<file path="src/rtl/fir_vec_sequencer_pkg.sv">
// Shared definitions for the FIR vector sequencer: ALU opcodes and sequencer states.
package fir_vec_sequencer_pkg;

  localparam logic [2:0] VADD = 3'b000;
  localparam logic [2:0] VMUL = 3'b011;
  localparam logic [2:0] VROT = 3'b101;

  typedef enum logic [2:0] {
    IDLE  = 3'd0,
    CLEAR = 3'd1,
    MUL   = 3'd2,
    ADD   = 3'd3,
    ROT   = 3'd4,
    DONE  = 3'd5
  } state_t;

endpackage

</file>
<file path="src/rtl/fir_vec_sequencer_tap_counter.sv">
// Tap index k for the FIR sequencer; flags the final tap so the FSM can exit after ROT.
module fir_tap_counter
  import fir_vec_sequencer_pkg::*;
#(
  parameter int TAPS_W = 5
) (
  input  logic              clk,
  input  logic              rst,
  input  logic              clr,
  input  logic              en,
  input  logic [TAPS_W-1:0] n,
  output logic              last
);

  logic [TAPS_W-1:0] k;
  logic [TAPS_W:0]   k_inc;

  // One extra bit keeps k + 1 from wrapping when N is at its maximum.
  assign k_inc = {1'b0, k} + (TAPS_W + 1)'(1);
  assign last  = (k_inc >= {1'b0, n});

  always_ff @(posedge clk or posedge rst) begin
    if (rst) begin
      k <= '0;
    end else if (clr) begin
      k <= '0;
    end else if (en) begin
      k <= k_inc[TAPS_W-1:0];
    end
  end

endmodule

</file>
<file path="src/rtl/fir_vec_sequencer.sv">
// Sequences clear -> (multiply, accumulate, rotate) x N on the vector ALU and register file.
module fir_vec_sequencer
  import fir_vec_sequencer_pkg::*;
#(
  parameter int ADDR_W   = 4,
  parameter int TAPS_W   = 5,
  parameter int ZERO_REG = 0
) (
  input  logic              clk,
  input  logic              rst,
  input  logic              start,
  input  logic [TAPS_W-1:0] taps,
  input  logic [ADDR_W-1:0] samp_addr,
  input  logic [ADDR_W-1:0] coef_base,
  input  logic [ADDR_W-1:0] acc_addr,
  input  logic [ADDR_W-1:0] tmp_addr,
  input  logic              hold,
  output logic              busy,
  output logic              done,
  output logic [2:0]        alu_ctrl,
  output logic              reg_file_sel,
  output logic [ADDR_W-1:0] rd_a_addr,
  output logic [ADDR_W-1:0] rd_b_addr,
  output logic [ADDR_W-1:0] wr_addr,
  output logic              wr_en
);

  localparam logic [ADDR_W-1:0] ZERO_ADDR = ADDR_W'(ZERO_REG);

  state_t            state, state_nxt;
  logic [TAPS_W-1:0] taps_q, taps_n;
  logic [ADDR_W-1:0] samp_q, coef_q, acc_q, tmp_q;
  logic [ADDR_W-1:0] samp_n, coef_n, acc_n, tmp_n;
  logic              wr_en_q;
  logic              accept;
  logic              tap_step;
  logic              last_tap;

  assign accept   = (state == IDLE) && start;
  assign tap_step = (state == ROT) && !hold;

  fir_tap_counter #(
    .TAPS_W(TAPS_W)
  ) u_tap_counter (
    .clk (clk),
    .rst (rst),
    .clr (accept),
    .en  (tap_step),
    .n   (taps_q),
    .last(last_tap)
  );

  // coef_q tracks coef_base + k directly so the MUL read address needs no adder on k.
  always_comb begin
    state_nxt = state;
    taps_n    = taps_q;
    samp_n    = samp_q;
    coef_n    = coef_q;
    acc_n     = acc_q;
    tmp_n     = tmp_q;
    case (state)
      IDLE: begin
        if (start) begin
          state_nxt = CLEAR;
          taps_n    = taps;
          samp_n    = samp_addr;
          coef_n    = coef_base;
          acc_n     = acc_addr;
          tmp_n     = tmp_addr;
        end
      end
      CLEAR: if (!hold) state_nxt = (taps_q == '0) ? DONE : MUL;
      MUL:   if (!hold) state_nxt = ADD;
      ADD:   if (!hold) state_nxt = ROT;
      ROT: begin
        if (!hold) begin
          state_nxt = last_tap ? DONE : MUL;
          coef_n    = coef_q + ADDR_W'(1);
        end
      end
      DONE:    state_nxt = IDLE;
      default: state_nxt = IDLE;
    endcase
  end

  // Outputs are registered from the next state so they line up with the state they describe.
  always_ff @(posedge clk or posedge rst) begin
    if (rst) begin
      state        <= IDLE;
      taps_q       <= '0;
      samp_q       <= '0;
      coef_q       <= '0;
      acc_q        <= '0;
      tmp_q        <= '0;
      busy         <= 1'b0;
      done         <= 1'b0;
      alu_ctrl     <= VADD;
      reg_file_sel <= 1'b0;
      rd_a_addr    <= '0;
      rd_b_addr    <= '0;
      wr_addr      <= '0;
      wr_en_q      <= 1'b0;
    end else begin
      state        <= state_nxt;
      taps_q       <= taps_n;
      samp_q       <= samp_n;
      coef_q       <= coef_n;
      acc_q        <= acc_n;
      tmp_q        <= tmp_n;
      busy         <= 1'b0;
      done         <= 1'b0;
      alu_ctrl     <= VADD;
      reg_file_sel <= 1'b0;
      rd_a_addr    <= '0;
      rd_b_addr    <= '0;
      wr_addr      <= '0;
      wr_en_q      <= 1'b0;
      case (state_nxt)
        CLEAR: begin
          busy         <= 1'b1;
          reg_file_sel <= 1'b1;
          alu_ctrl     <= VADD;
          rd_a_addr    <= ZERO_ADDR;
          rd_b_addr    <= ZERO_ADDR;
          wr_addr      <= acc_n;
          wr_en_q      <= 1'b1;
        end
        MUL: begin
          busy         <= 1'b1;
          reg_file_sel <= 1'b1;
          alu_ctrl     <= VMUL;
          rd_a_addr    <= samp_n;
          rd_b_addr    <= coef_n;
          wr_addr      <= tmp_n;
          wr_en_q      <= 1'b1;
        end
        ADD: begin
          busy         <= 1'b1;
          reg_file_sel <= 1'b1;
          alu_ctrl     <= VADD;
          rd_a_addr    <= acc_n;
          rd_b_addr    <= tmp_n;
          wr_addr      <= acc_n;
          wr_en_q      <= 1'b1;
        end
        ROT: begin
          busy         <= 1'b1;
          reg_file_sel <= 1'b1;
          alu_ctrl     <= VROT;
          rd_a_addr    <= samp_n;
          rd_b_addr    <= samp_n;
          wr_addr      <= samp_n;
          wr_en_q      <= 1'b1;
        end
        DONE: begin
          reg_file_sel <= 1'b1;
          done         <= 1'b1;
        end
        default: begin
        end
      endcase
    end
  end

  // A stall must never commit a write, so the strobe is gated combinationally.
  assign wr_en = wr_en_q & ~hold;

endmodule

</file>
<file path="config.mk">
export PLATFORM = sky130hd
export DESIGN_NAME = fir_vec_sequencer
export DESIGN_NICKNAME = d
export VERILOG_FILES = /design/src/rtl/fir_vec_sequencer_pkg.sv /design/src/rtl/fir_vec_sequencer_tap_counter.sv /design/src/rtl/fir_vec_sequencer.sv
export SDC_FILE = /design/constraint.sdc
export NUM_CORES = 1
export LEC_CHECK = 0
export BUFFER_PORTS_ARGS = -buffer_cell sky130_fd_sc_hd__buf_4
export CELL_PAD_IN_SITES_DETAIL_PLACEMENT = 0
export CELL_PAD_IN_SITES_GLOBAL_PLACEMENT = 1
export CORE_MARGIN = 2
export CORE_UTILIZATION = 43
export DETAILED_ROUTE_END_ITERATION = 8
export PLACE_DENSITY = 0.79
export SYNTH_ARGS = -nofsm -noshare
export SYNTH_HDL_FRONTEND = slang
export SYNTH_SLANG_ARGS = --single-unit
</file>
<file path="constraint.sdc">
create_clock -name clk -period 2.7 [get_ports clk]
set_input_delay 0.135 -clock clk [delete_from_list [all_inputs] [get_ports clk]]
set_output_delay 0.135 -clock clk [all_outputs]
set_load 0.005 [all_outputs]
</file>
After elaboration in Yosys (flattened, before gate mapping)
Cells that the tools add are included.
{"block": "totals", "regBits": 47, "input_bits": 25, "word_cells": 65}
{"block": "op_classes", "addsub": 2, "n_lt_le_gt_ge": 1, "n_eq_ne": 9, "n_mux": 26, "bitwise": 2, "n_reduce_logical": 11}
{"op": "$mux W4", "n": 8}
{"op": "$pmux W4 S3", "n": 2}
{"op": "$mux W3", "n": 7}
{"op": "$pmux W4 S2", "n": 2}
{"op": "$pmux W3 S5", "n": 1}
{"op": "$eq A3 B2 Y1 const B", "n": 4}
{"op": "$mux W5", "n": 2}
{"op": "$eq A3 B3 Y1 const B", "n": 3}
{"op": "$add A5 B1 Y6 const B", "n": 1}
{"op": "$eq A3 B1 Y1 const B", "n": 2}
{"op": "$ge A6 B5 Y1", "n": 1}
{"op": "$pmux W3 S2", "n": 1}
{"op": "$logic_not A5 Y1", "n": 1}
{"op": "$reduce_or A5 Y1", "n": 1}
{"op": "$add A4 B1 Y4 const B", "n": 1}
{"op": "$reduce_or A2 Y1", "n": 2}
{"op": "$reduce_or A4 Y1", "n": 1}
{"op": "$logic_not A3 Y1", "n": 1}
{"op": "$mux W1", "n": 3}
{"op": "$logic_and A1 B1 Y1", "n": 2}
{"op": "$reduce_and A2 Y1", "n": 1}
{"op": "$reduce_bool A2 Y1", "n": 1}
{"op": "$and A1 B1 Y1", "n": 1}
{"op": "$logic_not A1 Y1", "n": 1}
{"op": "$not A1 Y1", "n": 1}

Longest topological paths before layout
Gate-level depths: netlist (run 1).
{"block": "depth", "depth_word": 8, "mapped_depth": 9, "mapped_depth_nobuf": 9}

Hierarchy
Synthesis (run 1) repeated with hierarchy kept, for this count alone.
{"block": "unflattened", "hier_cells": 215, "hier_area_um2": 2336.0}
{"module": "fir_vec_sequencer", "instances": 1, "cells_each": 172, "area_each_um2": 1946.9, "seq_area_each_um2": 1051.0}
{"module": "fir_tap_counter", "instances": 1, "cells_each": 43, "area_each_um2": 389.1, "seq_area_each_um2": 125.1}

Least setup slack after synthesis (run 1)
No wires, ideal clock.
{"block": "synth_path", "kind": "register -> register", "start": "reg u_tap_counter.k[0]", "end": "reg rd_b_addr[0]", "t_arrival_ps": 2120, "required_time_ps": 2610, "path_slack_ps": 490, "path_stages_with_launch": 10, "n_path_buf": 0, "cell_sequence": "dfrtp_1 -> ha_1 -> xor2_1 -> ha_1 -> o21a_1 -> o21ai_0 -> o221ai_2 -> o211ai_2 -> nand3_4 -> o221ai_1"}
{"block": "synth_between", "elab_chain_cells": 7}
{"element": "start, declared", "line_no": "fir_vec_sequencer_tap_counter.sv:15", "text": "logic [TAPS_W-1:0] k;"}
{"element": "start signal, assigned", "line_no": "fir_vec_sequencer_tap_counter.sv:28", "text": "k <= k_inc[TAPS_W-1:0];"}
{"element": "$add A5 B1 Y6 (*)", "line_no": "fir_vec_sequencer_tap_counter.sv:19", "text": "assign k_inc = {1'b0, k} + (TAPS_W + 1)'(1);"}
{"element": "$ge A6 B5 Y1 (*)", "line_no": "fir_vec_sequencer_tap_counter.sv:20", "text": "assign last = (k_inc >= {1'b0, n});"}
{"element": "$mux W3 (*)", "line_no": "fir_vec_sequencer.sv:77", "text": "state_nxt = last_tap ? DONE : MUL;"}
{"element": "$mux W3 (*)", "line_no": "fir_vec_sequencer.sv:76", "text": "if (!hold) begin"}
{"element": "$pmux W3 S5 (*)", "line_no": "fir_vec_sequencer.sv:61", "text": "case (state)"}
{"element": "$eq A3 B3 Y1 or $eq A3 B2 Y1 (tied branches)", "line_no": "fir_vec_sequencer.sv:118", "text": "case (state_nxt)"}
{"element": "$pmux W4 S3 (*)", "line_no": "fir_vec_sequencer.sv:118"}
{"element": "end signal, assigned", "line_no": "fir_vec_sequencer.sv:133", "text": "rd_b_addr <= coef_n;"}
{"element": "end signal, assigned", "line_no": "fir_vec_sequencer.sv:142", "text": "rd_b_addr <= tmp_n;"}
{"element": "end signal, assigned", "line_no": "fir_vec_sequencer.sv:151", "text": "rd_b_addr <= samp_n;"}
{"element": "end, declared", "line_no": "fir_vec_sequencer.sv:23", "text": "output logic [ADDR_W-1:0] rd_b_addr,"}
Mark *: on every way between the ends. The rest lies on a longest branch, timed or not.
A chain may end at the register's enable or synchronous reset.

Worst setup path after layout (run 1)
Same ends and word-level chain as after synthesis.

==> reports/metrics.yaml, run 1 <==
hold_violations: 0
yosysWarnings: 0
ant_nets: 0
post-route-util: 0.524
stdcell_count: 339
dieArea_um2: 6180
drt_pass1_iterations: 4
report.power.total_mw: 2.98
cts_tree: "yes"
cts_root_buf: "clkbuf_8"
synth-seq-cells: 47
grt_use_met3: 0.0356
n_antenna_cell: 0
required_ns: 2.91
r2r-start: "u_tap_counter.k[0]"
synth.avg_cell_area_um2: 10.8
hpwl_um: 3460
fin_tns_setup_ns: 0
routed-via-count: 1722
clkTransAtPathRegs_ns: 0.09
min_period_ns: 2.41
maxCapViolCount: 0
tightest_slew_ns: 0.995
cpMostUsedCell: "ha_1"
worst-path-buf-inv: 0
slew_viol_final: 0
hold_path_class: "input port to register"
whs_ns: 0.0355
synth_fp_nets: 254
cp_cell_sequence: "ha_1 > xor2_1 > ha_1 > o21a_1 > o21ai_0 > o221ai_2 > o211ai_2 > nand3_4 > o221ai_1"
grt_pass1_vias: 1743
max_freq_ghz: 0.415
start_util: 0.440
antenna_found_initial: 0
grtUsageTotal: 0.171
async_flop_share: 1.00
met1_usage: 0.238
worstSetupStartpoint: "u_tap_counter.k[0]"
drt_wl_total_um: 4870
core-area_um2: 5440
post_cts_buffers: 0
place.gp.congestion: 0.784
synth-main-ff-cell: "dfrtp_1"
crit_arrival_ns: 2.63
slew_headroom: 0.336
rows: 27
top_usage_layer: "met2"
syn_inst: 222
routedWlPerCell_um: 14.4
grt-ovfl-total: 0
end_kind: "register"
power_density_nw_per_um2: 1040
yosysUniqueCellTypes: 51
htreeDepth: 2
vias_per_cell: 5.08
postCtsHoldBufs: 0
cp_top_family: "compound AO/OA/AOI/OAI gates"
portBuffers: 43
drc: 0
fin_nets: 298
drtIter0Drc: 157
grt_max_degree: 48
final_layout_size_suffix_gt1_frac: 0.307
min_from: "taps[3]"
rsz0062_at_grt: "false"
use_met2: 0.276
worstSetupPathType: "register to register"
cts_resized: 0
synth_edf_count: 0
syn_to_final_growth_pct: 19.1
period_share: 0.893
path_max_fanout: 9
cts_inserted_buffers: 5
status: "finished, final reports clean"
mappedNetlistArea_um2: 2390
die_h_um: 78.6
cts_max_path_buffers: 2
grt_pass1_wl_um: 8290
leakagePower_nw: 1.34
clock_sinks: 47
yosysSeqAreaShare: 0.491
fp.dieW_um: 78.6
clk_latency_ns: 0.30
vdd_drop_max_v: 0.000476
r2r_slack_ns: 0.29
dp.cells: 331
finalSetupViolations: 0
critPathLaunchType: "register"
io_pins: 44
cp_slowest_stage_delay_ns: 0.44
fin_worst_skew_ns: 0.00653
slowest_stage: "dfrtp_1"
==> sequential cells by signal, indices dropped and copies added (netlist names) <==
signal / count
samp_q: 4
tmp_q: 4
state: 3
wr_en_q: 1
u_tap_counter.k: 5
alu_ctrl: 3
done: 1
taps_q: 5
wr_addr: 4
coef_q: 4
rd_b_addr: 4
rd_a_addr: 4
reg_file_sel: 1
acc_q: 4
==> report_power, final <==
| group | leakage (nW) | switching, mW | internal (mW) |
|---|---|---|---|
| combinational | 0.713 | 0.751 | 0.652 |
| sequential | 0.589 | 0.172 | 0.988 |
| clock | 0.0412 | 0.235 | 0.181 |
==> synthesized netlist by cell type, types with 2 or more instances <==
cell type	number	share of area
dfrtp_1	47	0.49
nand2_1	24	0.038
inv_1	22	0.035
o21ai_0	15	0.031
nor2_1	12	0.019
mux2_2	10	0.047
a21oi_1	9	0.019
ha_1	7	0.037
o221ai_1	7	0.026
nand3_1	5	0.010
mux2i_1	4	0.017
nand2b_1	4	0.010
nor2b_1	4	0.010
a32o_1	3	0.013
buf_2	3	0.0063
buf_6	3	0.014
nor3_1	3	0.0063
and2_1	2	0.0052
nor3_2	2	0.0084
o21ai_2	2	0.0073
o221ai_2	2	0.013
or2_4	2	0.0073
xnor2_1	2	0.0073
==> placed cells by master (no fill, tap or decap), types with 2 or more instances in the layout <==
cell	Yosys	final
a21oi_1	9	9
a32o_1	3	3
and2_1	2	2
buf_4	1	46
clkbuf_8	0	5
dfrtp_1	47	47
ha_1	7	7
inv_1	22	21
mux2_2	10	10
mux2i_1	4	4
nand2_1	24	24
nand2b_1	4	4
nand3_1	5	5
nor2_1	12	12
nor2b_1	4	4
nor3_1	3	3
nor3_2	2	2
o21ai_0	15	15
o21ai_2	2	2
o221ai_1	7	7
o221ai_2	2	2
or2_4	2	2
xnor2_1	2	2
==> worst paths after layout <==
kind                                            to  cells after the start
worst max-delay path                  rd_b_addr[0]                      9
max in group asynchronous       u_tap_counter.k[2]                      2
worst min register to register            acc_q[0]                      1
worst max register to register        rd_b_addr[0]                      9
min in group asynchronous             reg_file_sel                      2
worst min-delay path                     taps_q[3]                      3
==> worst reg2reg max path: stages, from the launching register on <==
cell      delay [ns]
dfrtp_1         0.44
ha_1            0.27
xor2_1          0.16
ha_1            0.27
o21a_1          0.18
o21ai_0         0.19
o221ai_2        0.18
o211ai_2        0.24
nand3_4         0.17
o221ai_1        0.25
==> metal layers <==
layer,vias to the layer above,wire length [µm]
met5,-,0
met4,0,31
met3,4,178
met2,30,2320
met1,832,2340
li1,856,-
==> logic make-up after synthesis <==
kind of cell / count (synthesis) / share of synthesized area
AND/OR/NAND/NOR: 70 / 0.176
XOR/XNOR: 3 / 0.0110
buffers and inverters: 31 / 0.0612
AO/OA/AOI/OAI: 50 / 0.160
flip-flops: 47 / 0.491
adder cells (fa/ha/maj): 7 / 0.0366
multiplexers: 14 / 0.0638
==> area by class of cell <==
class                           instances  area [µm²]
Fill cell                             503        2590
Sequential cell                        47        1180
Multi-Input combinational cell        144        1070
Timing Repair Buffer                   46         345
Tap cell                               72        90.1
Inverter                               22        82.6
Clock buffer                            6        72.6
Clock inverter                          2        12.5
==> stage by stage <==
step / setup slack (ns) / area [µm²]
final: 0.288 / 2850
after CTS: 0.248 / 2850
after detailed placement: 0.268 / 2770
after global routing: 0.0498 / 2850
after floorplan: 0.490 / 2390
after global placement: 0.309 / 2770
Note: power is estimated with default switching activity, not from simulation.
==> run 2: changes to the inputs <==
--- a/config.mk
+++ b/config.mk
@@ -11,6 +11,7 @@
 export CORE_MARGIN = 2
 export CORE_UTILIZATION = 43
 export DETAILED_ROUTE_END_ITERATION = 8
+export MAX_ROUTING_LAYER = met4
 export PLACE_DENSITY = 0.79
 export SYNTH_ARGS = -nofsm -noshare
 export SYNTH_HDL_FRONTEND = slang
==> reports/metrics.yaml, run 2 (same netlist as run 1, synthesis figures left out) <==
fin_nets: 298  # unchanged
comb_power_share: 0.471  # about the same
grt-ovfl-total: 0  # unchanged
postCtsHoldBufs: 0  # unchanged
ant_nets: 0  # unchanged
routed-via-count: 1724  # was 1722
cts_inserted_buffers: 5  # unchanged
status: "finished, final reports clean"  # unchanged
core-area_um2: 5440  # unchanged
grt_pass1_wl_um: 8300  # was 8290 µm
clkTransAtPathRegs_ns: 0.09  # about the same
n_antenna_cell: 0  # unchanged
vias_per_cell: 5.09  # was 5.08
antenna_found_initial: 0  # unchanged
power_density_nw_per_um2: 1040  # about the same
portBuffers: 43  # unchanged
final_common_cell: "dfrtp_1"  # unchanged
hold_violations: 0  # unchanged
min_from: "taps[3]"  # unchanged
leakagePower_nw: 1.34  # unchanged
r2r-start: "u_tap_counter.k[0]"  # unchanged
hpwl_um: 3460  # unchanged
period_share: 0.893  # about the same
routedWlPerCell_um: 14.3  # was 14.4 µm
fp.dieW_um: 78.6  # unchanged
post-route-util: 0.524  # unchanged
rsz0062_at_grt: "false"  # unchanged
tightest_slew_ns: 0.992  # was 0.995 ns
io_pins: 44  # unchanged
cts_tree: "yes"  # unchanged
final_cell_mix: "47 x dfrtp_1, 46 x buf_4, 24 x nand2_1, 21 x inv_1, 15 x o21ai_0"  # unchanged
syn_to_final_growth_pct: 19.1  # unchanged
clock_power_share: 0.140  # about the same
max_freq_ghz: 0.415  # about the same
clock_sinks: 47  # unchanged
critPathLaunchType: "register"  # unchanged
post_cts_buffers: 0  # unchanged
hold_path_class: "input port to register"  # unchanged
required_ns: 2.91  # about the same
power_switching_mw: 1.15  # was 1.16 mW
power_frac_seq: 0.390  # was 0.389
grt_max_degree: 48  # unchanged
drt_pass1_iterations: 4  # unchanged
htreeDepth: 2  # unchanged
slew_headroom: 0.338  # was 0.336
drtIter0Drc: 161  # was 157
worstSetupPathType: "register to register"  # unchanged
slew_viol_final: 0  # unchanged
start_util: 0.440  # unchanged
drc: 0  # unchanged
maxCapViolCount: 0  # unchanged
end_kind: "register"  # unchanged
cts_root_buf: "clkbuf_8"  # unchanged
p_sw_frac: 0.388  # about the same
min_period_ns: 2.41  # about the same
cts_max_path_buffers: 2  # unchanged
clk_latency_ns: 0.30  # about the same
cts_resized: 0  # unchanged
fill_cells: 503  # unchanged
dieArea_um2: 6180  # unchanged
reg_top3: "taps_q: 5 flops, u_tap_counter.k: 5 flops"  # unchanged
worstSetupStartpoint: "u_tap_counter.k[0]"  # unchanged
fin_tns_setup_ns: 0  # unchanged
drt_wl_total_um: 4850  # was 4870 µm
finalSetupViolations: 0  # unchanged
place.gp.congestion: 0.795  # was 0.784
fin_worst_skew_ns: 0.00445  # was 0.00653 ns
rows: 27  # unchanged
grt_pass1_vias: 1741  # was 1743
p_int_mw: 1.82  # about the same
die_h_um: 78.6  # unchanged
path_max_fanout: 9  # unchanged
vdd_drop_max_v: 0.000476  # about the same
grtUsageTotal: 0.176  # was 0.171
final_layout_size_suffix_gt1_frac: 0.307  # unchanged
crit_arrival_ns: 2.63  # about the same
-- run 2: worst paths after layout --
| check | depth (start not counted) | end | slack [ns] |
|---|---|---|---|
| worst max-delay path | 9 | rd_b_addr[0] | 0.29 |
| worst min-delay path | 3 | taps_q[3] | 0.04 |
| worst max register to register | 9 | rd_b_addr[0] | 0.29 |
| worst min register to register | 1 | acc_q[0] | 0.52 |
| max in group asynchronous | 2 | u_tap_counter.k[2] | 2.01 |
| min in group asynchronous | 2 | reg_file_sel | 0.07 |
-- run 2: stage by stage --
step / hold slack [ns] / cells / total power, mW / cell area (µm²) / setup slack [ns]
after CTS: 0.0310 / 339 / 3.01 / 2850 / 0.248
after floorplan: 0.252 / 222 / 2.18 / 2390 / 0.490
after global placement: 0.344 / 331 / 2.58 / 2770 / 0.309
after detailed placement: 0.350 / 331 / 2.59 / 2770 / 0.268
after global routing: 0.0416 / 339 / 3.23 / 2850 / 0.0498
final: 0.0363 / 339 / 2.97 / 2850 / 0.288
-- run 2: final cells by class --
class,instances,area (µm²),area share
clock buffers,6,72.6,0.0255
inverters,22,82.6,0.0290
repair buffers,46,345,0.121
clock inverters,2,12.5,0.00439
well taps,72,90.1,0.0316
flip-flops and latches,47,1180,0.413
multi-input cells,144,1070,0.376
-- run 2: per-layer routing --
metal,track usage,wire [µm],up-vias
met5,-,0,-
met4,0.0368,38,0
met3,0.0345,178,4
met2,0.275,2320,34
met1,0.240,2320,829
li1,-,-,857
-- run 2: worst max-delay path: stages (launching register included) --
cell	delay [ns]
dfrtp_1	0.44
ha_1	0.27
xor2_1	0.16
ha_1	0.27
o21a_1	0.18
o21ai_0	0.19
o221ai_2	0.18
o211ai_2	0.24
nand3_4	0.17
o221ai_1	0.24
-- run 2: power groups by stage --
stage	logic, mW	registers, mW	clock network (mW)
after CTS	1.42	1.16	0.431
final	1.40	1.16	0.415
after floorplan	1.05	1.13	0
after global placement	1.40	1.17	0
after detailed placement	1.41	1.17	0
after global routing	1.57	1.20	0.462
